[src/rtl/debounce_pkg.sv]
// Shared definitions for the time-multiplexed button debouncer: FSM encoding,
// event-code field layout and elaboration-time helpers.
package debounce_pkg;

   localparam logic [1:0] ST_SCAN   = 2'd0;
   localparam logic [1:0] ST_SETTLE = 2'd1;
   localparam logic [1:0] ST_COMMIT = 2'd2;
   localparam logic [1:0] ST_REPORT = 2'd3;

   localparam logic EDGE_PRESS   = 1'b1;
   localparam logic EDGE_RELEASE = 1'b0;

   // Event code layout: channel index from bit EV_IDX_LSB, edge flag just above it.
   localparam int EV_IDX_LSB = 0;

   function automatic int clog2Int(input int value);
      int result;
      result = 0;
      for (int i = 0; i < 31; i++) begin
         if ((1 << i) < value) result = i + 1;
      end
      return result;
   endfunction

   function automatic int atLeastOne(input int value);
      return (value < 1) ? 1 : value;
   endfunction

   function automatic int evEdgeBit(input int idxW);
      return EV_IDX_LSB + idxW;
   endfunction

endpackage

[src/rtl/input_sync.sv]
// N-bit two-flop synchronizer for asynchronous button pins.
module input_sync #(
   parameter int WIDTH = 1
) (
   input  logic             iClock,
   input  logic             iReset_n,
   input  logic [WIDTH-1:0] iAsync,
   output logic [WIDTH-1:0] oSync
);

   logic [WIDTH-1:0] stage1;

   always_ff @(posedge iClock or negedge iReset_n) begin
      if (!iReset_n) begin
         stage1 <= '0;
         oSync  <= '0;
      end else begin
         // NOTE: non-blocking so each stage captures the pre-edge value; blocking would merge the two flops into one.
         stage1 <= iAsync;
         oSync  <= stage1;
      end
   end

endmodule

[src/rtl/debounce_scheduler.sv]
// Debounces N buttons with one settle counter shared round-robin by a small FSM,
// producing levels, one-cycle edge pulses and a valid/ready event record.
module debounce_scheduler
   import debounce_pkg::*;
#(
   parameter  int N_BTN         = 4,
   parameter  int SETTLE_CYCLES = 524288,
   localparam int IDX_W         = atLeastOne(clog2Int(N_BTN))
) (
   input  logic             iClock,
   input  logic             iReset_n,
   input  logic [N_BTN-1:0] iButtons,
   input  logic             iEventReady,
   output logic [N_BTN-1:0] oState,
   output logic [N_BTN-1:0] oPressPulse,
   output logic [N_BTN-1:0] oReleasePulse,
   output logic             oEventValid,
   output logic [IDX_W:0]   oEventCode,
   output logic             oBusy,
   output logic [IDX_W-1:0] oChannel
);

   localparam int CNT_W = atLeastOne(clog2Int(SETTLE_CYCLES));
   localparam logic [CNT_W-1:0] CNT_LAST = CNT_W'(SETTLE_CYCLES - 1);
   localparam logic [IDX_W-1:0] PTR_LAST = IDX_W'(N_BTN - 1);

   logic [N_BTN-1:0] syncButtons;
   logic [1:0]       state;
   logic [IDX_W-1:0] scanPtr;
   logic [IDX_W-1:0] nextPtr;
   logic [CNT_W-1:0] settleCnt;
   logic             target;
   logic             sample;

   input_sync #(.WIDTH(N_BTN)) uSync (
      .iClock   (iClock),
      .iReset_n (iReset_n),
      .iAsync   (iButtons),
      .oSync    (syncButtons)
   );

   assign sample   = syncButtons[scanPtr];
   assign nextPtr  = (scanPtr == PTR_LAST) ? '0 : scanPtr + 1'b1;
   assign oBusy    = (state != ST_SCAN);
   assign oChannel = scanPtr;

   always_ff @(posedge iClock or negedge iReset_n) begin
      if (!iReset_n) begin
         state         <= ST_SCAN;
         scanPtr       <= '0;
         settleCnt     <= '0;
         target        <= 1'b0;
         oState        <= '0;
         oPressPulse   <= '0;
         oReleasePulse <= '0;
         oEventValid   <= 1'b0;
         oEventCode    <= '0;
      end else begin
         // Pulses are set only by COMMIT, so they are high for exactly the first REPORT cycle.
         oPressPulse   <= '0;
         oReleasePulse <= '0;
         case (state)
            ST_SCAN: begin
               if (sample != oState[scanPtr]) begin
                  target    <= sample;
                  settleCnt <= '0;
                  state     <= ST_SETTLE;
               end else begin
                  scanPtr <= nextPtr;
               end
            end
            ST_SETTLE: begin
               if (sample != target) begin
                  state   <= ST_SCAN;
                  scanPtr <= nextPtr;
               end else if (settleCnt == CNT_LAST) begin
                  state <= ST_COMMIT;
               end else begin
                  settleCnt <= settleCnt + 1'b1;
               end
            end
            ST_COMMIT: begin
               oState[scanPtr]                   <= target;
               oPressPulse[scanPtr]              <= (target == EDGE_PRESS);
               oReleasePulse[scanPtr]            <= (target == EDGE_RELEASE);
               oEventCode[evEdgeBit(IDX_W)]      <= target;
               oEventCode[EV_IDX_LSB +: IDX_W]   <= scanPtr;
               oEventValid                       <= 1'b1;
               state                             <= ST_REPORT;
            end
            ST_REPORT: begin
               // Scanning stays parked here; other channels are re-examined as levels afterwards.
               if (oEventValid && iEventReady) begin
                  oEventValid <= 1'b0;
                  scanPtr     <= nextPtr;
                  state       <= ST_SCAN;
               end
            end
            default: state <= ST_SCAN;
         endcase
      end
   end

endmodule
[config.mk]
export PLATFORM = sky130hd
export DESIGN_NAME = debounce_scheduler
export DESIGN_NICKNAME = d
export VERILOG_FILES = /design/src/rtl/debounce_pkg.sv /design/src/rtl/input_sync.sv /design/src/rtl/debounce_scheduler.sv
export SDC_FILE = /design/constraint.sdc
export NUM_CORES = 1
export LEC_CHECK = 0
export ABC_AREA = 1
export CORE_MARGIN = 5
export CORE_UTILIZATION = 24
export CTS_BUF_LIST = sky130_fd_sc_hd__clkbuf_2
export DETAILED_ROUTE_END_ITERATION = 10
export PLACE_DENSITY_LB_ADDON = 0.2
export RECOVER_POWER = 25
export SYNTH_ARGS = -nofsm -noshare
export SYNTH_HDL_FRONTEND = slang
export SYNTH_SLANG_ARGS = --single-unit
export TNS_END_PERCENT = 1
[constraint.sdc]
create_clock -name iClock -period 1.85 [get_ports iClock]
set_clock_uncertainty 0.05 [all_clocks]
set_input_delay 0.37 -clock iClock [delete_from_list [all_inputs] [get_ports iClock]]
set_output_delay 0.37 -clock iClock [all_outputs]
set_load 0.02 [all_outputs]
* Word-level counts from Yosys, hierarchy flattened *
Cells that the tools add are included.

operators by class
  $add $sub $neg = 2
  magnitude comparators = 2
  equal/unequal tests = 14
  mux-type cells = 25
  bitwise gates (word level) = 3
  reduce and logical (&&, ||, !) cells = 12

operators by type and width
  kind                                                                    count
  19-bit two-way mux                                                      3
  19-bit case mux with 2 select lines                                     1
  19-bit by 1-bit adder with 19-bit output (second input constant)        1
  19-bit equality test (second input constant)                            1
  2-bit two-way mux                                                       8
  2-bit != test (second input constant)                                   6
  4-bit bitwise AND                                                       2
  4-bit two-way mux                                                       2
  2-bit case mux with 4 select lines                                      1
  4-bit AND reduction                                                     2
  2-bit equality test (second input constant)                             3
  2-bit case mux with 3 select lines                                      1
  2-bit nonzero test                                                      3
  1-bit binary-select mux with 2-bit select                               2
  4-bit bitwise mux                                                       1
  1-bit two-way mux                                                       4
  2-bit AND reduction                                                     2
  2-bit by 3-bit < comparator with 1-bit output (second input constant)   1
  3-bit != test (second input constant)                                   1
  3-bit AND reduction                                                     1
  3-bit nonzero test                                                      1
  2-bit by 1-bit adder with 2-bit output (second input constant)          1
  1-bit demux with 2-bit select                                           1
  2-bit by 1-bit equality test with 1-bit output (second input constant)  1
  6 further kinds                                                         8

storage, ports and cells
  register bits after elaboration = 48
  output and inout port bits = 19
  logic and storage cells = 69

* Longest topological paths before layout *
  word-level depth = 6
  depth in mapped cells = 12

* By module *
A second synthesis with hierarchy kept.

unflattened totals
  cell total of the unflattened synthesis = 308
  area, all modules = 2547.4 sq um

by module, submodules not included
  module              times used  cells each  area each (sq um)
  debounce_scheduler  1           300         2347.3
  input_sync          1           8           200.2

* Worst setup path after synthesis *
OpenSTA, ideal clock, no wires.

  path type = flip-flop to flip-flop
  start point = register settleCnt[0]
  end point = register settleCnt[10]
  setup time = 0.116 ns
  data arrival time = 1.568 ns
  data required time = 1.684 ns
  slack = 0.116 ns
  cell stages (with the launch flop) = 12
  path buffers = 1
  clock period less this slack = 1.734 ns
  cell sequence = dfrtp_1 -> ha_1 -> nand3_2 -> nor2_2 -> nand3_1 -> nand2_1 -> nand2_1 -> nand3_4 -> inv_4 -> buf_12 -> nand2_2 -> nand2_1

between the ends
  cells in the longest elaborated chain, start to end = 4

RTL lines
  element                                   RTL line                  RTL
  start: declaration                        debounce_scheduler.sv:31  logic [CNT_W-1:0] settleCnt;
  start signal: assignment                  debounce_scheduler.sv:79  settleCnt <= settleCnt + 1'b1;
  19-bit by 1-bit adder with 19-bit output  debounce_scheduler.sv:79
  19-bit two-way mux                        debounce_scheduler.sv:76  end else if (settleCnt == CNT_LAST) begin
  19-bit two-way mux                        debounce_scheduler.sv:73  if (sample != target) begin
  19-bit case mux with 2 select lines       debounce_scheduler.sv:62  case (state)

Parallel ways exist; a longest one is shown, timed or not. The select of a mux whose other input is x is not followed.
A chain may end at the register's enable or synchronous reset.

* Worst setup path after layout *
  start point = register scanPtr[1], in the netlist oChannel[1]
  end point = output oChannel[1]

RTL lines
  element                   RTL line                  RTL
  start: declaration        debounce_scheduler.sv:29  logic [IDX_W-1:0] scanPtr;
  start signal: assignment  debounce_scheduler.sv:69  scanPtr <= nextPtr;
  start signal: assignment  debounce_scheduler.sv:75  scanPtr <= nextPtr;
  start signal: assignment  debounce_scheduler.sv:95  scanPtr <= nextPtr;
  end: declaration          debounce_scheduler.sv:20  output logic [IDX_W-1:0] oChannel

No word-level cell between the ends.

==> impl_metrics.ini <==
[run_status]
status = complete, no violations

[layout]
final_cell_mix = 102 x nand2_1, 47 x dfrtp_1, 33 x nor2_1
drive_above_1_share_pct = 17.1
fillers = 1118
num_antenna_cells = 0
mostFrequentLayoutCell = nand2_1
multi_input_area_sq_mm = 0.00116
nNetsFinal = 367
finish.cell_count_without_fillers = 492
final_area_sq_mm = 0.00313
seqCellArea_sq_mm = 0.00120
area_delta_synth_final_pct = 25.8
finish.utilization_pct = 30.6

[clock_network]
cts-buffers-inserted = 5
cts.htree.levels = 2
cts_buffer_depth = 2
cts_tree = done
clock_latency_ps = 420
clkTransAtPathRegs_ps = 260
cts-root-buf = clkbuf_2
cts_sinks = 48

[power_and_ir_drop]
leakage_nw = 1.53
p_per_area_mw_per_mm2 = 1360
power_frac_seq_pct = 31.9
ir_drop_mv = 0.515
p_total_w = 0.00427
clockPowerShare_pct = 17.4
switchingPower_w = 0.00185
power_frac_comb_pct = 50.7
p_sw_share_pct = 43.4
p_int_w = 0.00242

[die]
die_h_um = 112
die_w_um = 112
fp-row-count = 37
core_sq_mm = 0.0102
die_area_sq_mm = 0.0125
initial_utilization_pct = 24.3
io_pins = 26

[worst_hold_path]
min_path_type = reg2reg
hold_start = uSync.stage1[0]$_DFF_PN0_
hold_depth = 0
holdPathEnd = uSync.oSync[0]$_DFF_PN0_

[yosys]
ys_seq_elements = 48
ys_warn_count = 0
syn-cell-area_sq_mm = 0.00249
seq_area_frac_synth_pct = 48.3
yosys.area.top_type = dfrtp_1
synth.area.top_cells = dfrtp_1 48%, nand2_1 15%, nor2_1 5.1%
syn_inst = 308
syn_area_per_cell_sq_um = 8.07
post_synth_num_cell_types = 29
syn-num-nets = 320
yosysTopAreaCellShare_pct = 48.3

[setup_path]
critPathKind = reg2out
r2r-start = oChannel[0]$_DFFE_PN0P_
crit_fanout = 5
critPathLaunchType = flip-flop
cp.required_ps = 1430
cp.arrival_ps = 1320
worstReg2RegEnd = settleCnt[17]$_DFFE_PN0P_
rrSetupSlack_ps = 160
reg2regPathDepth = 12
critPathCaptureType = output pin

[global_routing]
grt_pass1_vias = 2117
grt_overflow = 0
grt_max_degree = 49
gr-usage-met1_pct = 12.5
met2_usage_pct = 16.2
grt_antenna_before_repair = 0
grt_busiest_layer = met2
grt_pass1_wl_um = 10100
use_met3_pct = 2.50
grt_usage_pct = 9.70

[sta]
rsz0062_at_grt = true
setup-violations-final = 0
period_share_pct = 94.3
period_needed_ps = 1740
slew_violations = 0
hold_viol = 0
max_freq_mhz = 573
worst_pin_slew_ps = 1100
holdWs_ps = 340
maxSlewHeadroom_pct = 26.7

[route]
vias_per_cell = 4.12
ant_nets = 0
drt_wl_total_um = 5530
drtIter0Drc = 77
wl_per_cell_um = 11.2
drtPass1Iterations = 4
vias = 2029
drc = 0

[placed_design]
dpl_cell_area_sq_mm = 0.00300
placedCellCount = 478
gp_congestion = 0.821
hpwlAfterDp_um = 4060
port_buffers = 25

[flow_run]
maxCapViolations = 0
==> flip-flops by register name, summed over array words and instances, names as in the netlist, named ones only <==
| signal | flops |
|---|---|
| oChannel | 2 |
| uSync.stage1 | 4 |
| state | 1 |
| oPressPulse | 4 |
| oEventCode | 3 |
| target | 1 |
| uSync.oSync | 4 |
| oState | 4 |
| oEventValid | 1 |
| settleCnt | 19 |
| oReleasePulse | 4 |
==> cell type report <==
cell class              count  share of cell area, %
flip-flops and latches     48                   38.4
multi-input cells         230                   37.1
repair buffers             46                   12.8
well taps                 136                   5.44
inverters                  24                   3.20
clock inverters             3                   2.20
clock buffers               5                  0.800
==> metal layers <==
layer,vias to the layer above,wire (um)
li1,1062,-
met5,-,0
met1,936,2590
met4,0,61
met2,27,2670
met3,4,204
==> kinds of logic (layout without fill, tap and decap cells) <==
kind of cell	after synthesis	in the layout	share of synthesized area [%]
DFF	48	48	48.3
buffers and inverters	30	78	5.79
and+or+nand+nor	192	192	34.7
xor gates and xnor gates	13	13	4.58
adders and majority gates	5	5	2.52
AOI/OAI and AO/OA	20	20	4.13
==> critical path: stages, from the launching register on <==
cell and delay (ps):
dfrtp_1 440, buf_4 160, dlygate4sd2_1 320
==> stage by stage <==
| step | setup TNS (ps) | setup slack, ps |
|---|---|---|
| 2_1_floorplan | 0 | 116 |
| 3_3_place_gp | 0 | 85.3 |
| 3_5_place_dp | 0 | 92.2 |
| 4_1_cts | 0 | 9.58 |
| 5_1_grt | -9.15 | -9.15 |
| 6_report | 0 | 106 |
==> worst max path at each step <==
stage / startpoint / endpoint / cells after the start
global route: oChannel[0]$_DFFE_PN0P_ / settleCnt[17]$_DFFE_PN0P_ / 12
CTS: state[0]$_DFFE_PN0P_ / oBusy / 3
floorplan: settleCnt[0]$_DFFE_PN0P_ / settleCnt[10]$_DFFE_PN0P_ / 11
detailed placement: oChannel[0]$_DFFE_PN0P_ / settleCnt[17]$_DFFE_PN0P_ / 10
global placement: oChannel[0]$_DFFE_PN0P_ / settleCnt[15]$_DFFE_PN0P_ / 10
finish: oChannel[1]$_DFFE_PN0P_ / oChannel[1] / 2
==> timing repair <==
action                     4_1_cts  5_1_grt
gates resized for setup         22       10
hold buffers                     1        0
pin swaps                        0        1
setup buffers                    4        1
setup endpoints to repair       19       22
hold endpoints to repair        48        0
==> Yosys cell counts <==
| cell type | n |
|---|---|
| a21oi_1 | 1 |
| and2_1 | 1 |
| buf_12 | 1 |
| buf_2 | 1 |
| buf_4 | 1 |
| buf_6 | 1 |
| clkbuf_1 | 2 |
| dfrtp_1 | 48 |
| ha_1 | 5 |
| inv_1 | 22 |
| inv_2 | 1 |
| inv_4 | 1 |
| nand2_1 | 102 |
| nand2_2 | 14 |
| nand3_1 | 18 |
| nand3_2 | 5 |
| nand3_4 | 1 |
| nand3b_1 | 1 |
| nand4_1 | 4 |
| nor2_1 | 34 |
| nor2_2 | 2 |
| nor3_1 | 7 |
| nor3b_1 | 1 |
| o21ai_0 | 13 |
| o21ai_1 | 5 |
| o21bai_1 | 1 |
| or2_2 | 2 |
| xnor2_1 | 6 |
| xor2_1 | 7 |
==> power groups by stage <==
stage	Clock, W	Combinational (W)	Sequential [W]
detailed placement	0	0.00216	0.00143
CTS	0.000774	0.00220	0.00136
global placement	0	0.00215	0.00143
floorplan	0	0.00129	0.00153
finish	0.000744	0.00216	0.00136
global route	0.000817	0.00247	0.00139
Note: power is estimated with default switching activity, not from simulation.
